**src/rtl/lagarto_plic_target_claim.sv**
```systemverilog
// Per-target PLIC back end: threshold compare for the EIP line, claim/complete
// handshakes with the target register interface, and in-flight source tracking.
module lagarto_plic_target_claim #(
  parameter int NUM_SOURCES    = 31,
  parameter int PRIORITY_WIDTH = 3,
  parameter int ID_WIDTH       = $clog2(NUM_SOURCES+1)
) (
  input  logic                      clk_i,
  input  logic                      rstn_i,
  input  logic [PRIORITY_WIDTH-1:0] maximum_priority_i,
  input  logic [ID_WIDTH-1:0]       maximum_id_i,
  input  logic [PRIORITY_WIDTH-1:0] priority_threshold_i,
  input  logic                      claim_request_i,
  output logic                      claim_ack_o,
  output logic [ID_WIDTH-1:0]       claim_id_o,
  input  logic                      complete_request_i,
  input  logic [ID_WIDTH-1:0]       complete_id_i,
  output logic                      complete_ack_o,
  output logic [NUM_SOURCES:0]      source_claim_o,
  output logic [NUM_SOURCES:0]      source_complete_o,
  output logic [NUM_SOURCES:0]      in_flight_o,
  output logic                      external_interrupt_o
);

  typedef enum logic {IDLE, CLAIM} state_t;

  localparam logic [NUM_SOURCES:0] ONE = {{NUM_SOURCES{1'b0}}, 1'b1};

  state_t               state;
  logic                 claim_take;
  logic                 cand_valid;
  logic                 complete_hit;
  logic                 eip_next;
  logic [NUM_SOURCES:0] claim_mask;
  logic [NUM_SOURCES:0] complete_mask;

  always_comb begin
    claim_take    = (state == IDLE) && claim_request_i;
    cand_valid    = (maximum_id_i != '0) && (int'(maximum_id_i) <= NUM_SOURCES);
    claim_mask    = ONE << maximum_id_i;
    complete_mask = ONE << complete_id_i;
    complete_hit  = complete_request_i && (complete_id_i != '0) &&
                    (int'(complete_id_i) <= NUM_SOURCES) &&
                    ((in_flight_o & complete_mask) != '0);
    // EIP drops for the claim cycle so the hart sees the claim before a re-raise
    eip_next      = (maximum_id_i != '0) &&
                    (maximum_priority_i > priority_threshold_i) && !claim_take;
  end

  always_ff @(posedge clk_i or negedge rstn_i) begin
    if (!rstn_i) begin
      state                <= IDLE;
      claim_ack_o          <= 1'b0;
      claim_id_o           <= '0;
      complete_ack_o       <= 1'b0;
      source_claim_o       <= '0;
      source_complete_o    <= '0;
      in_flight_o          <= '0;
      external_interrupt_o <= 1'b0;
    end else begin
      state          <= claim_take ? CLAIM : IDLE;
      claim_ack_o    <= claim_take;
      complete_ack_o <= complete_request_i;
      if (claim_take) begin
        claim_id_o     <= cand_valid ? maximum_id_i : '0;
        source_claim_o <= cand_valid ? claim_mask : '0;
      end else begin
        source_claim_o <= '0;
      end
      source_complete_o <= complete_hit ? complete_mask : '0;
      // The claim pulse of this cycle lands in the bitmap on the next edge; set beats clear
      in_flight_o <= (in_flight_o & ~(complete_hit ? complete_mask : '0)) | source_claim_o;
      external_interrupt_o <= eip_next;
    end
  end

endmodule
```
**config.mk**
```make
export PLATFORM = sky130hd
export DESIGN_NAME = lagarto_plic_target_claim
export DESIGN_NICKNAME = d
export VERILOG_FILES = /design/src/rtl/lagarto_plic_target_claim.sv
export SDC_FILE = /design/constraint.sdc
export NUM_CORES = 1
export LEC_CHECK = 0
export ABC_CLOCK_PERIOD_IN_PS = 2100
export CORE_MARGIN = 4
export CORE_UTILIZATION = 25
export CTS_CLUSTER_DIAMETER = 120
export DETAILED_ROUTE_END_ITERATION = 10
export SYNTH_ARGS = -nofsm -noshare
export SYNTH_HDL_FRONTEND = slang
export SYNTH_SLANG_ARGS = --single-unit
export TNS_END_PERCENT = 20
```
**constraint.sdc**
```tcl
create_clock -name clk_i -period 2.1 [get_ports clk_i]
set_input_delay 0.63 -clock clk_i [delete_from_list [all_inputs] [get_ports clk_i]]
set_output_delay 0.63 -clock clk_i [all_outputs]
set_load 0.005 [all_outputs]
```
==> metrics.md, run 1 <==
| Metric | Value |
|---|---|
| Synth Area per Inst | 10.7 µm² |
| Hpwl dp | 11300 µm |
| GP Congestion | 0.844 |
| # rows | 47 |
| VDD IR-drop max | 0.413 mV |
| Final period util | 101% |
| Pwr dens | 739 nW/µm² |
| TritonCTS clock tree | done |
| Yosys reg bits | 104 |
| Tmin final | 2110 ps |
| Final wirelength | 15400 µm |
| Num CTS Buffers | 9 |
| Initial antenna violation count | 0 |
| Total power | 5.13 mW |
| Layout cells sized above 1 | 26.0% |
| Largest net degree at the start of global routing | 57 |
| Startpoint types | input port |
| Post-synth EDFFs | 0 |
| TNS Setup | -30.0 ps |
| Via count | 3943 |
| Synth cell types | 44 |
| Grt total ovfl | 0 |
| CTS sink count | 104 |
| Comb pwr share | 24.6% |
| Status | finished with violations |
| Core footprint | 16800 µm² |
| Leak pwr | 2.96 nW |
| Clock share of power | 29.5% |
| Worst R2R Path Depth | 7 |
| Critical Path RT | 2380 ps |
| Crit path capture type | register |
| DR iter-0 viols | 164 |
| Failing checks | negative setup slack |
| Worst-path clk slew | 70 ps |
| Reg power frac | 45.9% |
| I/O Buffers | 123 |
| Register area share after synthesis | 60.3% |
| Synth area leader | dfrtp_1 |
| Die X | 139 µm |
| Clock Path Buffers | 2 |
| Vias in the first global route | 4135 |
| Internal power | 3.71 mW |
| IO Pins | 124 |
| Hold Buf Count CTS | 0 |
| Clk Latency, worst-skew pair | 360 ps |
| Worst-path maximum fanout | 8 |
| Residual DRC | 0 |
| Post-route cell area | 6940 µm² |
| Post-Place Setup Slack | -833 ps |
| RR Startpoint | in_flight_o[28] |
| Setup CP Type | input port to register |
| Nets | 621 |
| Reg-to-Reg End | in_flight_o[5] |
| Synth area leaders | dfrtp_1, nor4_1, nor2_1 |
| Crit-path cells | buf_8 > buf_6 > nor2b_4 > a22oi_1 > nor2b_1 > o311a_1 > buf_6 > or3_4 > a21oi_1 |
| Sw Ratio | 27.7% |
| CP max stage delay | 430 ps |
| Die area | 19400 µm² |
| Initial DRT Pass Iterations | 4 |
| DR WL/cell | 18.7 µm |
| Syn-to-layout area delta | 61.0% |
| Clk root buf | clkbuf_16 |
| Placed Instance Area | 6260 µm² |
| Top cell type's share of synthesized area | 60.3% |
| Initial core utilization | 25.7% |
| Fmax | 0.473 GHz |
| Net Sw Power | 1.42 mW |
| Ant. Diodes | 0 |
| Ys flop type | dfrtp_1 |
| WP data arrival | 2390 ps |
| Clk_skew | 13.4 ps |
| Final Hold Vio Count | 0 |
| Fillers | 1606 |
| Worst hold path class | input port to async pin |
| Routed Antenna Nets | 0 |
| First-pass GRT wire length | 24300 µm |
| CP dominant cell by count | buf_6 |
| Max-slew violation count | 0 |
| RSZ-0062 raised after global routing | true |
| Synth Instances | 403 |
| Total of max-cap violations | 0 |
| Syn. warnings | 0 |
| Vias/cell | 4.81 |
| Worst R2R Setup Slack | 10 ps |
| Post-synth ARST share | 100% |
| DIE HEIGHT | 139 µm |
| Setup slack after layout | -13.6 ps |
| CP max-delay cell | or3_4 |
| Htree depth | 3 |
| Final setup viols | 5 |
| GRT Util Overall | 16.2% |
| Syn Std Cell Area | 4310 µm² |
==> worst max-delay path, delay by kind of cell <==
kind                   cells  cell delay [ps]
AOI/OAI and AO/OA          3              740
and+or+nand+nor            3              630
buffers and inverters      3              380
==> layout make-up <==
class	count	area [µm²]	share of cell area, %
clock inverter	3	21.3	0.306
multi-input combinational	267	1760	25.3
tap	220	275	3.96
clock buffer	10	239	3.44
timing repair buffer	208	2020	29.0
inverter	8	30.0	0.432
sequential	104	2600	37.5
==> sequential cells by signal, indices dropped and copies added (netlist names) <==
signal	flops
source_claim_o	32
in_flight_o	32
external_interrupt_o	1
complete_ack_o	1
claim_ack_o	1
claim_id_o	5
source_complete_o	32
==> cell usage after synthesis, drive strengths merged, types with 2 or more instances <==
cell type,count
or3,10
inv,8
nor3,13
nor2b,5
clkbuf,15
a21oi,21
mux2,2
nor3b,3
o22a,10
nand3b,7
dfrtp,104
and2,2
nand3,5
nor2,63
a21o,2
nand2,28
and3,3
a31oi,4
o21ai,3
nand2b,11
ha,3
nor4,38
or2,7
buf,13
nor4b,3
nand4b,2
mux2i,5
a22oi,3
o2bb2ai,2
==> power groups by stage <==
stage | clock network, mW | logic (mW) | registers [mW]
after floorplan | 0 | 0.431 | 2.34
after global placement | 0 | 1.08 | 2.39
after detailed placement | 0 | 1.10 | 2.39
after CTS | 1.55 | 1.26 | 2.36
after global routing | 1.63 | 1.36 | 2.38
final | 1.52 | 1.26 | 2.36
==> through the flow <==
step | instances | util (%) | hold WS (ps)
after floorplan | 404 | - | 334
after global placement | 789 | 37.3 | 449
after detailed placement | 789 | 37.3 | 455
after CTS | 820 | 41.1 | 162
after global routing | 820 | 41.4 | 173
final | 820 | 41.4 | 159
==> logic make-up (layout without fill, tap and decap cells) <==
logic type,count (synthesis),count (layout),share of synthesized area [%]
other cells,1,2,0.0869
flops,104,104,60.3
mux,7,7,1.68
fa+ha+maj,3,3,0.870
compound gates,50,50,8.67
buf+inv,36,229,3.97
simple gates,202,205,24.4
==> metal layers <==
layer  share of wire [%]  global-route usage (%)
met1                  41                    19.9
met2                  51                    27.7
met3                 6.0                    4.70
met4                 1.8                    4.58
met5                   0                       0
==> worst max path at each step <==
stage                startpoint               endpoint  cells past startpoint
2_1_floorplan  complete_id_i[1]        in_flight_o[16]                      7
3_3_place_gp   complete_id_i[1]         in_flight_o[8]                      8
3_5_place_dp   complete_id_i[1]        in_flight_o[21]                      8
4_1_cts        complete_id_i[0]         in_flight_o[5]                      9
5_1_grt        complete_id_i[0]  source_complete_o[22]                     11
6_report       complete_id_i[1]        in_flight_o[17]                      9
==> repair_timing <==
| item | 4_1_cts | 5_1_grt |
|---|---|---|
| gates resized for setup | 70 | 13 |
| pin swaps | 12 | 13 |
| setup endpoints to repair | 62 | 62 |
| buffers inserted | 11 | 0 |
| gates cloned | 7 | 0 |
==> layout by cell type, fill, tap and decap left out, drive strengths merged, types with 8 or more instances in the layout <==
master         instances
clkbuf                11
nand2                 28
inv                    8
or3                   13
nor4                  38
dfrtp                104
nor2                  63
clkdlybuf4s50        117
nor3                  13
buf                   90
nand2b                11
a21oi                 21
o22a                  10
(Power assumes the default switching activity.)
==> inputs of run 2 (changes only) <==
--- a/config.mk
+++ b/config.mk
@@ -5,11 +5,13 @@
 export SDC_FILE = /design/constraint.sdc
 export NUM_CORES = 1
 export LEC_CHECK = 0
-export ABC_CLOCK_PERIOD_IN_PS = 2100
+export ABC_CLOCK_PERIOD_IN_PS = 2650
+export CORE_ASPECT_RATIO = 0.6
 export CORE_MARGIN = 4
 export CORE_UTILIZATION = 25
 export CTS_CLUSTER_DIAMETER = 120
 export DETAILED_ROUTE_END_ITERATION = 10
+export SKIP_CTS_REPAIR_TIMING = 1
 export SYNTH_ARGS = -nofsm -noshare
 export SYNTH_HDL_FRONTEND = slang
 export SYNTH_SLANG_ARGS = --single-unit
==> constraint.sdc (replaced) <==
create_clock -name clk_i -period 2.65 [get_ports clk_i]
set_input_delay 0.795 -clock clk_i [delete_from_list [all_inputs] [get_ports clk_i]]
set_output_delay 0.795 -clock clk_i [all_outputs]
set_load 0.005 [all_outputs]
==> run 2 against run 1 <==
Net effect: the run now ends clean; combinational power shrank 28%; via count is 1.5% lower; global-route usage fell by 0.93 points; highest routed layer unchanged.
==> metrics.md, run 2 (synthesis results as in run 1) <==
| Metric | Value |
|---|---|
| WP data arrival | 2760 ps (+370 ps) |
| I/O Buffers | 123 (unchanged) |
| Largest regs | in_flight_o x32, source_claim_o x32, source_complete_o x32 |
| Initial core utilization | 26.0% (+0.29 points) |
| Critical Path RT | 2870 ps (+490 ps) |
| VDD IR-drop max | 0.303 mV (-26%) |
| Fillers | 1648 (+2.6%) |
| Layout cells sized above 1 | 17.4% (-8.6 points) |
| Clk_skew | 7.69 ps (-5.75 ps) |
| Die X | 178 µm (+27%) |
| Hold Worst Slack | 400 ps (+240 ps) |
| Largest net degree at the start of global routing | 39 (-32%) |
| Final period util | 95.7% |
| Vias/cell | 4.87 (+1.3%) |
| Fmax | 0.394 GHz |
| Post-Place Setup Slack | -463 ps (+371 ps) |
| DR WL/cell | 19.5 µm (+3.9%) |
| First-pass GRT wire length | 22300 µm (-8.0%) |
| Crit-path cells | dlymetal6s2s_1 > buf_6 > buf_4 > nor2b_1 > a22oi_1 > nor2b_1 > o311a_1 > buf_4 > nor3_4 > clkbuf_16 > nor4_1 |
| Worst-path clk slew | 70 ps (about the same) |
| Ant. Diodes | 0 (unchanged) |
| GRT Util Overall | 15.2% (-0.93 points) |
| Max-slew violation count | 0 (unchanged) |
| Most frequent cells in the layout | clkdlybuf4s50_1, dfrtp_1, nor2_1 |
| Final wirelength | 15500 µm (+0.96%) |
| CTS sink count | 104 (unchanged) |
| Vias in the first global route | 3781 (-8.6%) |
| Total of max-cap violations | 0 (unchanged) |
| CP max stage delay | 380 ps (-50 ps) |
| Non-Filler Instances | 797 (-2.8%) |
| Most common cell after layout, fill and taps aside | clkdlybuf4s50_1 |
| Worst-path maximum fanout | 6 (-2) |
| Placed Cells incl. Taps | 768 (-2.7%) |
| Routed Antenna Nets | 0 (unchanged) |
| # rows | 36 (-23%) |
| IO Pins | 124 (unchanged) |
| CP max-delay cell | nor3_4 |
| Worst hold path class | input port to async pin |
| Htree depth | 3 (unchanged) |
| Clock Path Buffers | 2 (unchanged) |
| Core footprint | 16600 µm² (-1.1%) |
| Placed Instance Area | 6040 µm² (-3.5%) |
| Clk Latency, worst-skew pair | 350 ps (about the same) |
| Die area | 19500 µm² (+0.35%) |
| Final setup viols | 0 (-5) |
| GP Congestion | 0.891 (+5.6%) |
| Tmin final | 2540 ps |
| Leak pwr | 2.81 nW (-4.8%) |
| Initial DRT Pass Iterations | 5 (+1) |
| Num CTS Buffers | 9 (unchanged) |
| Post-route cell area | 6570 µm² (-5.3%) |
| Grt total ovfl | 0 (unchanged) |
| DR iter-0 viols | 313 (+91%) |
| Startpoint types | input port |
| Via count | 3883 (-1.5%) |
| Clk root buf | clkbuf_16 |
| Syn-to-layout area delta | 52.4% |
| Hpwl dp | 11500 µm (+2.0%) |
| Setup CP Type | input port to register |
| TritonCTS clock tree | done |
| Final Hold Vio Count | 0 (unchanged) |
| Status | completed |
| Setup slack after layout | 113 ps (+126 ps) |
| Pwr dens | 626 nW/µm² (-15%) |
| Residual DRC | 0 (unchanged) |
| Initial antenna violation count | 0 (unchanged) |
| Nets | 588 (-5.3%) |
| Crit path capture type | register |
| RSZ-0062 raised after global routing | false |
| DIE HEIGHT | 110 µm (-21%) |
==> run 2: final timing paths <==
path | start | end | slack, ps | depth (start not counted)
worst max-delay path | complete_id_i[0] | source_complete_o[6] | 110 | 11
worst min-delay path | rstn_i | source_complete_o[21] | 400 | 1
worst max register to register | in_flight_o[28] | source_complete_o[6] | 430 | 8
worst min register to register | source_claim_o[0] | in_flight_o[0] | 480 | 1
max in group asynchronous | rstn_i | source_claim_o[8] | 1670 | 2
min in group clk_i | source_claim_o[0] | in_flight_o[0] | 480 | 1
==> run 2: stage by stage <==
stage                     total power, mW  TNS, ps  utilization (%)
after global placement               2.69   -22360             36.4
after floorplan                      2.18        0                -
final                                4.11        0             39.7
after global routing                 4.29        0             39.7
after CTS                            4.07    -3560             38.3
after detailed placement             2.71   -23350             36.4
==> run 2: cell type report <==
cell class	instances	area, µm²	area share [%]
Sequential cell	104	2600	39.6
Timing Repair Buffer	176	1730	26.3
Multi-Input combinational cell	266	1620	24.6
Tap cell	228	285	4.34
Clock buffer	11	253	3.84
Clock inverter	4	52.6	0.799
Inverter	8	30.0	0.457
==> run 2: report_power, final <==
group	internal, mW	switching, mW	leakage [nW]
Clock	0.782	0.574	0.152
Combinational	0.497	0.406	1.33
Sequential	1.72	0.131	1.33
==> run 2: per-layer routing <==
metal,GRT usage (%),vias to the layer above,share of wire [%],routed length [µm]
li1,-,1744,-,-
met1,22.4,1927,48,7420
met2,21.8,190,41,6420
met3,5.22,22,9.6,1500
met4,2.92,0,1.2,187
met5,0,-,0,0
==> run 2: critical path, delay by kind of cell <==
family,cells,cell delay [ps]
buf+inv,5,790
simple gates,4,630
compound gates,2,530
==> inputs of run 3 (changes only) <==
--- a/config.mk
+++ b/config.mk
@@ -5,7 +5,7 @@
 export SDC_FILE = /design/constraint.sdc
 export NUM_CORES = 1
 export LEC_CHECK = 0
-export ABC_CLOCK_PERIOD_IN_PS = 2650
+export ABC_CLOCK_PERIOD_IN_PS = 2700
 export CORE_ASPECT_RATIO = 0.6
 export CORE_MARGIN = 4
 export CORE_UTILIZATION = 25
==> constraint.sdc (replaced) <==
create_clock -name clk_i -period 2.7 [get_ports clk_i]
set_input_delay 0.81 -clock clk_i [delete_from_list [all_inputs] [get_ports clk_i]]
set_output_delay 0.81 -clock clk_i [all_outputs]
set_load 0.005 [all_outputs]
==> run 3 against run 2 <==
Net effect: via count fell by 0.28%; worst setup slack improved by 99 ps; clock power fell by 9.6%; register-to-register slack improved by 70 ps; sequential cell count did not move; sequential share of layout area fell by 0.098 points; final area rose by 0.25%; worst hold slack improved by 44 ps; non-clock buffer count fell by 5; clock skew rose by 0.72 ps; sequential power barely moved; critical path type unchanged; largest power group unchanged.
==> metrics.md, run 3 (synthesis results as in run 1) <==
| Metric | Value |
|---|---|
| Status | completed |
| Slew @ Worst Pin | 554 ps |
| Largest net degree at the start of global routing | 40 (+2.6%) |
| Crit path capture type | register |
| Max-slew violation count | 0 (unchanged) |
| DR iter-0 viols | 305 (-2.6%) |
| Core footprint | 16600 µm² (unchanged) |
| Initial antenna violation count | 0 (unchanged) |
| I/O Buffers | 123 (unchanged) |
| Worst-path maximum fanout | 14 (+8) |
| Clk root buf | clkbuf_16 |
| WP data arrival | 2760 ps (about the same) |
| Via count | 3872 (-0.28%) |
| DR WL/cell | 19.5 µm (+0.17%) |
| Final core occ | 39.8% (+0.098 points) |
| First-pass GRT wire length | 22500 µm (+0.93%) |
| Final wirelength | 15500 µm (-0.33%) |
| Grt total ovfl | 0 (unchanged) |
| Final setup viols | 0 (unchanged) |
| Layout cells sized above 1 | 18.2% (+0.83 points) |
| TritonCTS clock tree | done |
| Most frequent cells in the layout | clkdlybuf4s50_1, dfrtp_1, nor2_1 |
| CTS sink count | 104 (unchanged) |
| Setup CP Type | input port to register |
| Startpoint types | input port |
| Total of max-cap violations | 0 (unchanged) |
| Reg-to-Reg End | in_flight_o[4] |
| Placed Instance Area | 6040 µm² (about the same) |
| Routed Antenna Nets | 0 (unchanged) |
| Htree depth | 3 (unchanged) |
| Vias in the first global route | 3809 (+0.74%) |
| Nets | 583 (-0.85%) |
| Die X | 178 µm (unchanged) |
| Leak pwr | 2.79 nW (-1.0%) |
| Tmin final | 2490 ps |
| Syn-to-layout area delta | 52.8% |
| TNS Setup | 0 ps (unchanged) |
| RSZ-0062 raised after global routing | false |
| Residual DRC | 0 (unchanged) |
| GRT Util Overall | 15.2% (about the same) |
| Post-route cell area | 6590 µm² (+0.25%) |
| VDD IR-drop max | 0.274 mV (-9.7%) |
| Initial DRT Pass Iterations | 7 (+2) |
| Final Hold Vio Count | 0 (unchanged) |
| Worst R2R Path Depth | 7 (-1) |
| Vias/cell | 4.88 (+0.22%) |
| Worst hold path class | input port to async pin |
| Final period util | 92.2% |
| Hpwl dp | 11500 µm (about the same) |
| Rel. slew slack | 63.1% |
| Pwr dens | 600 nW/µm² (-4.2%) |
| Fmax | 0.402 GHz |
| DIE HEIGHT | 110 µm (unchanged) |
| IO Pins | 124 (unchanged) |
| RR Startpoint | in_flight_o[28] |
| Worst R2R Setup Slack | 500 ps (+70 ps) |
| Ant. Diodes | 0 (unchanged) |
| GP Congestion | 0.875 (-1.8%) |
| # rows | 36 (unchanged) |
| Hold Worst Slack | 444 ps (+44.0 ps) |
| Critical Path RT | 2970 ps (+100 ps) |
| Clk_skew | 8.41 ps (+0.720 ps) |
| Initial core utilization | 26.0% (unchanged) |
| Die area | 19500 µm² (unchanged) |
| Clk Latency, worst-skew pair | 340 ps (about the same) |
| Worst-path clk slew | 70 ps (about the same) |
| Clock Path Buffers | 2 (unchanged) |
| Largest regs | in_flight_o x32, source_claim_o x32, source_complete_o x32 |
| Most common cell after layout, fill and taps aside | clkdlybuf4s50_1 |
| Num CTS Buffers | 9 (unchanged) |
run 3: cell count changes in the layout (fill, tap and decap cells not counted), moves of 2 or more:
| cell | change |
|---|---|
| mux2i_2 | +2 |
| nor4_2 | +5 |
| mux2i_1 | -2 |
| clkbuf_1 | +2 |
| nor4_1 | -6 |
| buf_4 | -7 |
run 3: where the power goes:
part | internal [mW] | total [mW] | switching, mW
clock network | 0.654 | 1.23 | 0.578
logic | 0.492 | 0.896 | 0.404
registers | 1.69 | 1.82 | 0.133
run 3: worst max path at each step:
stage	end	slack, ps	depth (start not counted)	start
2_1_floorplan	source_complete_o[14]	180	7	complete_id_i[1]
3_3_place_gp	in_flight_o[8]	-390	8	complete_id_i[0]
3_5_place_dp	in_flight_o[28]	-440	7	complete_id_i[1]
4_1_cts	in_flight_o[28]	-90	7	complete_id_i[1]
5_1_grt	in_flight_o[4]	130	9	complete_id_i[0]
6_report	in_flight_o[4]	210	9	complete_id_i[0]
run 3: final cells by class:
type,instances,area [µm²]
Inverter,8,30.0
Timing Repair Buffer,171,1710
Clock inverter,4,30.0
Sequential cell,104,2600
Tap cell,228,285
Fill cell,1657,9990
Clock buffer,12,246
Multi-Input combinational cell,266,1690
run 3: metrics by stage:
step                std cells  total power, mW  setup slack [ps]
CTS                       783             3.90             -90.6
floorplan                 404             2.14               178
global placement          767             2.64              -395
detailed placement        767             2.66              -435
finish                    793             3.95               211
global route              793             4.12               127
run 3: worst max-delay path: stages:
cell and delay (ps):
dlymetal6s2s_1 150, buf_12 160, and3_1 160, o211a_1 230, nor4_2 260, nand4_1 180
buf_4 190, or3_4 450, a21oi_2 160
run 3: metal layers:
layer | GRT usage (%) | part of all wire, % | vias up
met2 | 21.6 | 42 | 192
li1 | - | - | 1738
met1 | 22.7 | 47 | 1935
met5 | 0 | 0 | -
met4 | 2.43 | 0.43 | 0
met3 | 5.29 | 10 | 7
